[config.mk]
export PLATFORM = sky130hd
export DESIGN_NAME = misaligned_memory_handler_flat
export DESIGN_NICKNAME = d
export VERILOG_FILES = /design/src/rtl/misaligned_memory_handler_if.sv /design/src/rtl/misaligned_memory_handler.sv /design/src/flat_wrapper.sv
export SDC_FILE = /design/constraint.sdc
export NUM_CORES = 1
export LEC_CHECK = 0
export ABC_AREA = 1
export CAP_MARGIN = 40
export CORE_MARGIN = 5
export CORE_UTILIZATION = 45
export DETAILED_ROUTE_END_ITERATION = 10
export GPL_TIMING_DRIVEN = 0
export PLACE_DENSITY = 0.66
export SETUP_SLACK_MARGIN = 0.1
export SYNTH_ARGS = -nofsm -noshare
export SYNTH_HDL_FRONTEND = slang
export SYNTH_SLANG_ARGS = --single-unit
[constraint.sdc]
create_clock -name clk -period 5 [get_ports clk]
set_input_delay 1 -clock clk [delete_from_list [all_inputs] [get_ports clk]]
set_output_delay 1 -clock clk [all_outputs]
set_load 0.005 [all_outputs]
[src/rtl/misaligned_memory_handler_if.sv]
// Pipeline-side request/response handshake plus the word-organised data memory port.
interface misaligned_memory_handler_if #(
   parameter int ADDR_W = 12
);
   logic              req;
   logic              we;
   logic [2:0]        rw_type;
   logic [ADDR_W-1:0] addr;
   logic [31:0]       wdata;
   logic              ready;
   logic              done;
   logic              err;
   logic [31:0]       rdata;
   logic [ADDR_W-3:0] mem_addr;
   logic [31:0]       mem_wdata;
   logic [3:0]        mem_we;
   logic [31:0]       mem_rdata;

   modport master (
      output req, we, rw_type, addr, wdata,
      input  ready, done, err, rdata
   );

   modport slave (
      input  req, we, rw_type, addr, wdata, mem_rdata,
      output ready, done, err, rdata, mem_addr, mem_wdata, mem_we
   );

   modport memory (
      input  mem_addr, mem_wdata, mem_we,
      output mem_rdata
   );
endinterface

[src/rtl/misaligned_memory_handler.sv]
// Sequenced load/store unit: splits misaligned half/word accesses into two memory beats.
// Latency 2..3+2*RD_LAT cycles to done; ready is low (pipeline stalled) while an access is in flight.
module misaligned_memory_handler #(
   parameter int ADDR_W           = 12,
   parameter int RD_LAT           = 1,
   parameter int ALLOW_MISALIGNED = 1
) (
   input logic                   clk,
   input logic                   rst_n,
   misaligned_memory_handler_if.slave bus
);
   localparam int AW = ADDR_W - 2;

   localparam logic [2:0] RW_BYTE   = 3'd0;
   localparam logic [2:0] RW_HALF   = 3'd1;
   localparam logic [2:0] RW_WORD   = 3'd2;
   localparam logic [2:0] RW_BYTE_U = 3'd4;
   localparam logic [2:0] RW_HALF_U = 3'd5;

   typedef enum logic [2:0] {S_IDLE, S_B0, S_W0, S_B1, S_W1, S_RESP} state_t;

   state_t         state, state_n;
   logic [1:0]     wcnt;
   logic [1:0]     off_q;
   logic [2:0]     type_q;
   logic           we_q;
   logic           split_q;
   logic           err_q;
   logic [AW-1:0]  word0_q;
   logic [7:0]     mask_q;
   logic [63:0]    lane_q;
   logic [31:0]    lo_q;
   logic [31:0]    rdata_q;
   logic [AW-1:0]  mem_addr_q;

   logic [1:0]     in_off;
   logic [2:0]     in_size;
   logic           in_type_ok;
   logic           in_misaligned;
   logic           in_illegal;
   logic           in_split;
   logic [7:0]     in_mask;
   logic [63:0]    in_lane;
   logic           last_wait;
   logic [63:0]    ld_cat;
   logic [31:0]    ld_sh;
   logic [31:0]    ld_ext;

   // Decode of the request as presented; only used on the acceptance edge.
   always_comb begin
      in_off     = bus.addr[1:0];
      in_size    = 3'd1;
      in_type_ok = 1'b1;
      case (bus.rw_type)
         RW_BYTE, RW_BYTE_U: in_size = 3'd1;
         RW_HALF, RW_HALF_U: in_size = 3'd2;
         RW_WORD:            in_size = 3'd4;
         default:            in_type_ok = 1'b0;
      endcase
      in_misaligned = ((in_size == 3'd2) && in_off[0]) || ((in_size == 3'd4) && (in_off != 2'd0));
      in_illegal    = !in_type_ok
                    || (bus.we && ((bus.rw_type == RW_BYTE_U) || (bus.rw_type == RW_HALF_U)))
                    || ((ALLOW_MISALIGNED == 0) && in_misaligned);
      in_split      = ({1'b0, in_off} + in_size) > 3'd4;
      in_mask       = ((8'd1 << in_size) - 8'd1) << in_off;
      in_lane       = {32'h0, bus.wdata} << {in_off, 3'b000};
   end

   assign last_wait = (wcnt == 2'(RD_LAT - 1));

   // The second word is still arriving on mem_rdata when W1 ends, so assemble from the live bus.
   always_comb begin
      ld_cat = (state == S_W1) ? {bus.mem_rdata, lo_q} : {32'h0, bus.mem_rdata};
      ld_sh  = 32'(ld_cat >> {off_q, 3'b000});
      case (type_q)
         RW_BYTE:   ld_ext = {{24{ld_sh[7]}}, ld_sh[7:0]};
         RW_BYTE_U: ld_ext = {24'h0, ld_sh[7:0]};
         RW_HALF:   ld_ext = {{16{ld_sh[15]}}, ld_sh[15:0]};
         RW_HALF_U: ld_ext = {16'h0, ld_sh[15:0]};
         default:   ld_ext = ld_sh;
      endcase
   end

   always_comb begin
      state_n = state;
      case (state)
         S_IDLE: if (bus.req) state_n = in_illegal ? S_RESP : S_B0;
         S_B0: begin
            if (!we_q)        state_n = S_W0;
            else if (split_q) state_n = S_B1;
            else              state_n = S_RESP;
         end
         S_W0:   if (last_wait) state_n = split_q ? S_B1 : S_RESP;
         S_B1:   state_n = we_q ? S_RESP : S_W1;
         S_W1:   if (last_wait) state_n = S_RESP;
         S_RESP: state_n = S_IDLE;
         default: state_n = S_IDLE;
      endcase
   end

   always_ff @(posedge clk or negedge rst_n) begin
      if (!rst_n) begin
         state      <= S_IDLE;
         wcnt       <= 2'd0;
         off_q      <= 2'd0;
         type_q     <= 3'd0;
         we_q       <= 1'b0;
         split_q    <= 1'b0;
         err_q      <= 1'b0;
         word0_q    <= '0;
         mask_q     <= 8'h0;
         lane_q     <= 64'h0;
         lo_q       <= 32'h0;
         rdata_q    <= 32'h0;
         mem_addr_q <= '0;
      end else begin
         state <= state_n;
         if ((state_n == S_B1) && (state != S_B1))
            mem_addr_q <= word0_q + AW'(1);
         case (state)
            S_IDLE: begin
               if (bus.req) begin
                  off_q   <= in_off;
                  type_q  <= bus.rw_type;
                  we_q    <= bus.we;
                  split_q <= in_split;
                  err_q   <= in_illegal;
                  word0_q <= bus.addr[ADDR_W-1:2];
                  mask_q  <= in_mask;
                  lane_q  <= in_lane;
                  wcnt    <= 2'd0;
                  if (in_illegal) rdata_q    <= 32'h0;
                  else            mem_addr_q <= bus.addr[ADDR_W-1:2];
               end
            end
            S_W0: begin
               if (last_wait) begin
                  wcnt <= 2'd0;
                  lo_q <= bus.mem_rdata;
                  if (!split_q) rdata_q <= ld_ext;
               end else begin
                  wcnt <= wcnt + 2'd1;
               end
            end
            S_W1: begin
               if (last_wait) begin
                  wcnt    <= 2'd0;
                  rdata_q <= ld_ext;
               end else begin
                  wcnt <= wcnt + 2'd1;
               end
            end
            default: ;
         endcase
      end
   end

   // Write strobes decode straight from state so reset removes them without waiting for a clock.
   always_comb begin
      bus.mem_we    = 4'h0;
      bus.mem_wdata = 32'h0;
      if (we_q && (state == S_B0)) begin
         bus.mem_we    = mask_q[3:0];
         bus.mem_wdata = lane_q[31:0];
      end else if (we_q && (state == S_B1)) begin
         bus.mem_we    = mask_q[7:4];
         bus.mem_wdata = lane_q[63:32];
      end
   end

   assign bus.ready    = (state == S_IDLE);
   assign bus.done     = (state == S_RESP);
   assign bus.err      = (state == S_RESP) && err_q;
   assign bus.rdata    = rdata_q;
   assign bus.mem_addr = mem_addr_q;
endmodule

[src/flat_wrapper.sv]
// flat-port wrapper written by rule: the top's interface ports become plain ports
module misaligned_memory_handler_flat 
#(
   parameter int ADDR_W           = 12,
   parameter int RD_LAT           = 1,
   parameter int ALLOW_MISALIGNED = 1
)
  (clk, rst_n, bus_req, bus_we, bus_rw_type, bus_addr, bus_wdata, bus_mem_rdata, bus_ready, bus_done, bus_err, bus_rdata, bus_mem_addr, bus_mem_wdata, bus_mem_we);
  misaligned_memory_handler_if #(.ADDR_W(ADDR_W)) bus_i ();
  input logic clk;
  input logic rst_n;
  input wire logic [$bits(bus_i.req)-1:0] bus_req;
  input wire logic [$bits(bus_i.we)-1:0] bus_we;
  input wire logic [$bits(bus_i.rw_type)-1:0] bus_rw_type;
  input wire logic [$bits(bus_i.addr)-1:0] bus_addr;
  input wire logic [$bits(bus_i.wdata)-1:0] bus_wdata;
  input wire logic [$bits(bus_i.mem_rdata)-1:0] bus_mem_rdata;
  output wire logic [$bits(bus_i.ready)-1:0] bus_ready;
  output wire logic [$bits(bus_i.done)-1:0] bus_done;
  output wire logic [$bits(bus_i.err)-1:0] bus_err;
  output wire logic [$bits(bus_i.rdata)-1:0] bus_rdata;
  output wire logic [$bits(bus_i.mem_addr)-1:0] bus_mem_addr;
  output wire logic [$bits(bus_i.mem_wdata)-1:0] bus_mem_wdata;
  output wire logic [$bits(bus_i.mem_we)-1:0] bus_mem_we;
  assign bus_i.req = bus_req;
  assign bus_i.we = bus_we;
  assign bus_i.rw_type = bus_rw_type;
  assign bus_i.addr = bus_addr;
  assign bus_i.wdata = bus_wdata;
  assign bus_i.mem_rdata = bus_mem_rdata;
  assign bus_ready = bus_i.ready;
  assign bus_done = bus_i.done;
  assign bus_err = bus_i.err;
  assign bus_rdata = bus_i.rdata;
  assign bus_mem_addr = bus_i.mem_addr;
  assign bus_mem_wdata = bus_i.mem_wdata;
  assign bus_mem_we = bus_i.mem_we;
  misaligned_memory_handler #(.ADDR_W(ADDR_W), .RD_LAT(RD_LAT), .ALLOW_MISALIGNED(ALLOW_MISALIGNED)) u_core (.clk(clk), .rst_n(rst_n), .bus(bus_i));
endmodule
==> report_table.html <==
<table>
<tr><th>Metric</th><th>Value</th></tr>
<tr><th colspan="2">Status</th></tr>
<tr><td>Run status</td><td>complete, no violations</td></tr>
<tr><th colspan="2">Global route</th></tr>
<tr><td>Aggregate global-route resource usage</td><td>27.1%</td></tr>
<tr><td>Met1 global-route usage</td><td>35.0%</td></tr>
<tr><td>Overflow left after global routing</td><td>0</td></tr>
<tr><td>Met3 usage</td><td>4.94%</td></tr>
<tr><td>M2 GR Usage</td><td>44.4%</td></tr>
<tr><td>Number of global-route vias before repair</td><td>8936</td></tr>
<tr><td>Antenna violations before repair</td><td>1</td></tr>
<tr><td>Wire length of the first global-routing pass</td><td>47500 microns</td></tr>
<tr><td>Most utilized layer in the global route result</td><td>met2</td></tr>
<tr><td>Maximum number of pins on one net before global-route repair</td><td>119</td></tr>
<tr><th colspan="2">Detailed routing</th></tr>
<tr><td>Violation count after the first detailed-routing iteration</td><td>699</td></tr>
<tr><td>Post-Route WL</td><td>30200 microns</td></tr>
<tr><td>Routed vias</td><td>8988</td></tr>
<tr><td>DRC violation count after routing</td><td>0</td></tr>
<tr><td>Avg WL per Cell</td><td>18.2 microns</td></tr>
<tr><td>Number of nets still failing antenna checks after routing</td><td>0</td></tr>
<tr><td>Routed vias/inst</td><td>5.40</td></tr>
<tr><td>Number of optimization iterations in the first detailed-route pass</td><td>7</td></tr>
<tr><th colspan="2">Yosys</th></tr>
<tr><td>Number of library cell types mapped by synthesis</td><td>36</td></tr>
<tr><td>Netlist area before placement</td><td>0.00888 sq mm</td></tr>
<tr><td>Post-synth EDFFs</td><td>0</td></tr>
<tr><td>List of most frequent post-synthesis cells</td><td>390 x sky130_fd_sc_hd__nand2_1, 161 x sky130_fd_sc_hd__dfrtp_1, 140 x sky130_fd_sc_hd__inv_1</td></tr>
<tr><td>Net count of the mapped netlist</td><td>1292</td></tr>
<tr><td>Synth warnings</td><td>0</td></tr>
<tr><td>Most numerous cell in the Yosys netlist</td><td>sky130_fd_sc_hd__nand2_1</td></tr>
<tr><td>Cell count after synthesis</td><td>1204</td></tr>
<tr><td>Async set-reset flop share out of synthesis</td><td>100%</td></tr>
<tr><td>Post-synthesis cell type with the largest combined area</td><td>sky130_fd_sc_hd__dfrtp_1</td></tr>
<tr><td>Synth Register Bits</td><td>161</td></tr>
<tr><td>Proportion of synthesized chip area in sequential cells</td><td>45.4%</td></tr>
<tr><td>Main synth FF type</td><td>sky130_fd_sc_hd__dfrtp_1</td></tr>
<tr><td>Most area-consuming cells after synthesis</td><td>sky130_fd_sc_hd__dfrtp_1 45%, sky130_fd_sc_hd__nand2_1 16%, sky130_fd_sc_hd__nand3_1 7.3%</td></tr>
<tr><td>Post-synth top area share</td><td>45.4%</td></tr>
<tr><td>Average cell area after synthesis</td><td>7.37 sq um</td></tr>
<tr><th colspan="2">Critical path</th></tr>
<tr><td>Capturing element type of the critical path</td><td>primary output</td></tr>
<tr><td>Launching point of the worst reg2reg path</td><td>u_core.state[1]</td></tr>
<tr><td>Setup slack, reg-to-reg</td><td>2.85 ns</td></tr>
<tr><td>Category of the critical setup timing path</td><td>reg2out</td></tr>
<tr><td>Worst-path fanout max</td><td>10</td></tr>
<tr><td>Worst Setup Start Kind</td><td>flop</td></tr>
<tr><td>Terminus of the critical flop-to-flop path</td><td>u_core.lane_q[37]</td></tr>
<tr><td>Worst r2r path cells</td><td>8</td></tr>
<tr><td>Worst EP required</td><td>4.00 ns</td></tr>
<tr><td>Arrival time at the worst endpoint</td><td>2.92 ns</td></tr>
<tr><th colspan="2">Cells and area</th></tr>
<tr><td>Non-filler cells, final</td><td>1664</td></tr>
<tr><td>Final net count</td><td>1475</td></tr>
<tr><td>Layout fillers</td><td>1864</td></tr>
<tr><td>Flip-flop and latch area</td><td>0.00403 sq mm</td></tr>
<tr><td>Proportion of layout cells with a drive suffix above 1</td><td>6.00%</td></tr>
<tr><td>Combined area of the multi-input logic cells</td><td>0.00398 sq mm</td></tr>
<tr><td>Number of antenna diodes</td><td>0</td></tr>
<tr><td>Area Growth Syn to Fin</td><td>29.5%</td></tr>
<tr><td>Final Core Density</td><td>59.1%</td></tr>
<tr><th colspan="2">Die</th></tr>
<tr><td>Die area</td><td>0.0226 sq mm</td></tr>
<tr><td>Initial Utilization</td><td>45.6%</td></tr>
<tr><td>Number of rows in the core area</td><td>51</td></tr>
<tr><td>Floorplan die width</td><td>150 microns</td></tr>
<tr><td>I/O pin count</td><td>164</td></tr>
<tr><td>Die Y-Extent</td><td>150 microns</td></tr>
<tr><td>CORE AREA</td><td>0.0195 sq mm</td></tr>
<tr><th colspan="2">Timing</th></tr>
<tr><td>Slew Limit Headroom</td><td>50.3%</td></tr>
<tr><td>Number of endpoints with negative hold slack in the final report</td><td>0</td></tr>
<tr><td>Tightest Pin Transition</td><td>0.746 ns</td></tr>
<tr><td>Worst hold margin</td><td>0.437 ns</td></tr>
<tr><td># setup viols final</td><td>0</td></tr>
<tr><td>Total negative slack</td><td>0 ns</td></tr>
<tr><td>Peak clock frequency supported by timing</td><td>255 MHz</td></tr>
<tr><td>RSZ-0062 raised after global routing</td><td>false</td></tr>
<tr><td>Post-route clock period utilization</td><td>78.3%</td></tr>
<tr><td>Skew final</td><td>0.0146 ns</td></tr>
<tr><td>Number of pins exceeding their max-slew limit in the final report</td><td>0</td></tr>
<tr><td>Fin crit period</td><td>3.92 ns</td></tr>
<tr><th colspan="2">Hold path</th></tr>
<tr><td>Worst min-delay path class</td><td>in2async</td></tr>
<tr><th colspan="2">CTS</th></tr>
<tr><td>Cells resized by post-CTS repair</td><td>0</td></tr>
<tr><td>Cts-stage hold buffer count</td><td>0</td></tr>
<tr><td>Clock sinks</td><td>161</td></tr>
<tr><td>CTS tree</td><td>built</td></tr>
<tr><td>Post-CTS Setup Repair Bufs</td><td>0</td></tr>
<tr><td>Worst-skew pair later-pin latency</td><td>0.43 ns</td></tr>
<tr><td>Clock transition time at the flip-flop clock pins of the worst setup and hold paths</td><td>0.07 ns</td></tr>
<tr><td>CTS H-Tree Depth</td><td>4</td></tr>
<tr><td>Maximum clock insertion buffer count</td><td>2</td></tr>
<tr><td>Clock buffers created by TritonCTS</td><td>17</td></tr>
<tr><td>CTS Root Buffer Type</td><td>sky130_fd_sc_hd__clkbuf_16</td></tr>
<tr><th colspan="2">Placed design</th></tr>
<tr><td>Placed wire-length estimate after detailed placement</td><td>22500 microns</td></tr>
<tr><td>Placed cell count</td><td>1633</td></tr>
<tr><td>Count of port buffers added during placement</td><td>163</td></tr>
<tr><td>Placer Congestion</td><td>0.949</td></tr>
<tr><th colspan="2">Flow run</th></tr>
<tr><td>Max capacitance violation total</td><td>0</td></tr>
<tr><th colspan="2">Pwr</th></tr>
<tr><td>Reported leakage power</td><td>0.00562 uW</td></tr>
<tr><td>Power density cells</td><td>600 mW/mm^2</td></tr>
<tr><td>Worst IR drop on VDD</td><td>0.000256 V</td></tr>
</table>
cells in the final DEF, fill, tap and decap left out, drive strengths merged, types with 2 or more instances in the layout:
master / count
nand2: 394
clkdlybuf4s50: 162
dfrtp: 161
inv: 156
nand3: 133
o21ai: 90
nor2: 59
o22ai: 53
clkbuf: 52
buf: 37
o221ai: 24
a21oi: 18
mux2i: 16
o211ai: 10
xor2: 5
or2: 4
ha: 4
clkinvlp: 4
nor3: 3
xnor2: 3
bufinv: 3
nand4: 2
clkinv: 2
flip-flops by register name, summed over array words and instances, names as in the netlist:
signal,count
u_core.type_q,3
u_core.wcnt,2
u_core.bus.rdata,32
u_core.split_q,1
u_core.we_q,1
u_core.bus.mem_addr,10
u_core.state,3
u_core.off_q,2
u_core.lo_q,32
u_core.word0_q,10
u_core.mask_q,8
u_core.lane_q,56
u_core.err_q,1
cell families (layout without fill, tap and decap cells):
kind of cell | Yosys count | after routing | share of synthesized area [%]
simple gates | 596 | 596 | 28.1
mux | 16 | 16 | 1.80
fa+ha+maj | 5 | 5 | 0.789
flops | 161 | 161 | 45.4
xor+xnor | 8 | 8 | 0.789
compound gates | 197 | 197 | 13.3
buf+inv | 221 | 416 | 9.77
metrics by stage:
step | cell area, sq um | setup WS [ns] | total power [uW]
floorplan | 8880 | 2.57 | 4210
global placement | 10800 | -3.74 | 5430
detailed placement | 10900 | 1.52 | 5470
CTS | 11500 | 1.05 | 6880
global route | 11500 | 0.871 | 7410
finish | 11500 | 1.08 | 6890
metal layers:
metal / vias up / share of wire [%]
met2: 412 / 47
met5: - / 0.043
met1: 4205 / 41
li1: 4284 / -
met4: 2 / 4.2
met3: 85 / 7.3
area by class of cell:
| cell class | instances | area share, % |
|---|---|---|
| multi-input cells | 822 | 34.6 |
| plain buffers | 70 | 2.61 |
| inverters | 151 | 4.93 |
| repair buffers | 164 | 14.5 |
| clock inverters | 14 | 1.71 |
| clock buffers | 17 | 3.70 |
| well taps | 265 | 2.88 |
| flip-flops and latches | 161 | 35.1 |
worst max-delay path, cell delays in order (launching register included):
cell and delay (ns):
sky130_fd_sc_hd__dfrtp_1 0.39, sky130_fd_sc_hd__buf_1 0.27, sky130_fd_sc_hd__nand2_1 0.16, sky130_fd_sc_hd__clkbuf_1 0.45, sky130_fd_sc_hd__buf_1 0.54, sky130_fd_sc_hd__o22ai_1 0.17
sky130_fd_sc_hd__clkdlybuf4s50_1 0.49
power breakdown:
part           switching [uW]  total (uW)  internal [uW]
sequential                277        2140           1860
clock                     605        1410            802
combinational            2120        3340           1230
total                    3000        6890           3890
how the worst max path moves through the flow:
stage / start / end / slack (ns)
after detailed placement: u_core.we_q / bus_mem_wdata[13] / 1.52
final: u_core.we_q / bus_mem_we[1] / 1.08
after global placement: rst_n / u_core.bus.mem_addr[3] / -3.74
after CTS: u_core.we_q / bus_mem_wdata[13] / 1.05
after floorplan: bus_rw_type[0] / u_core.split_q / 2.57
after global routing: u_core.we_q / bus_mem_wdata[7] / 0.87
No activity file was read; power rests on OpenSTA's default activity.
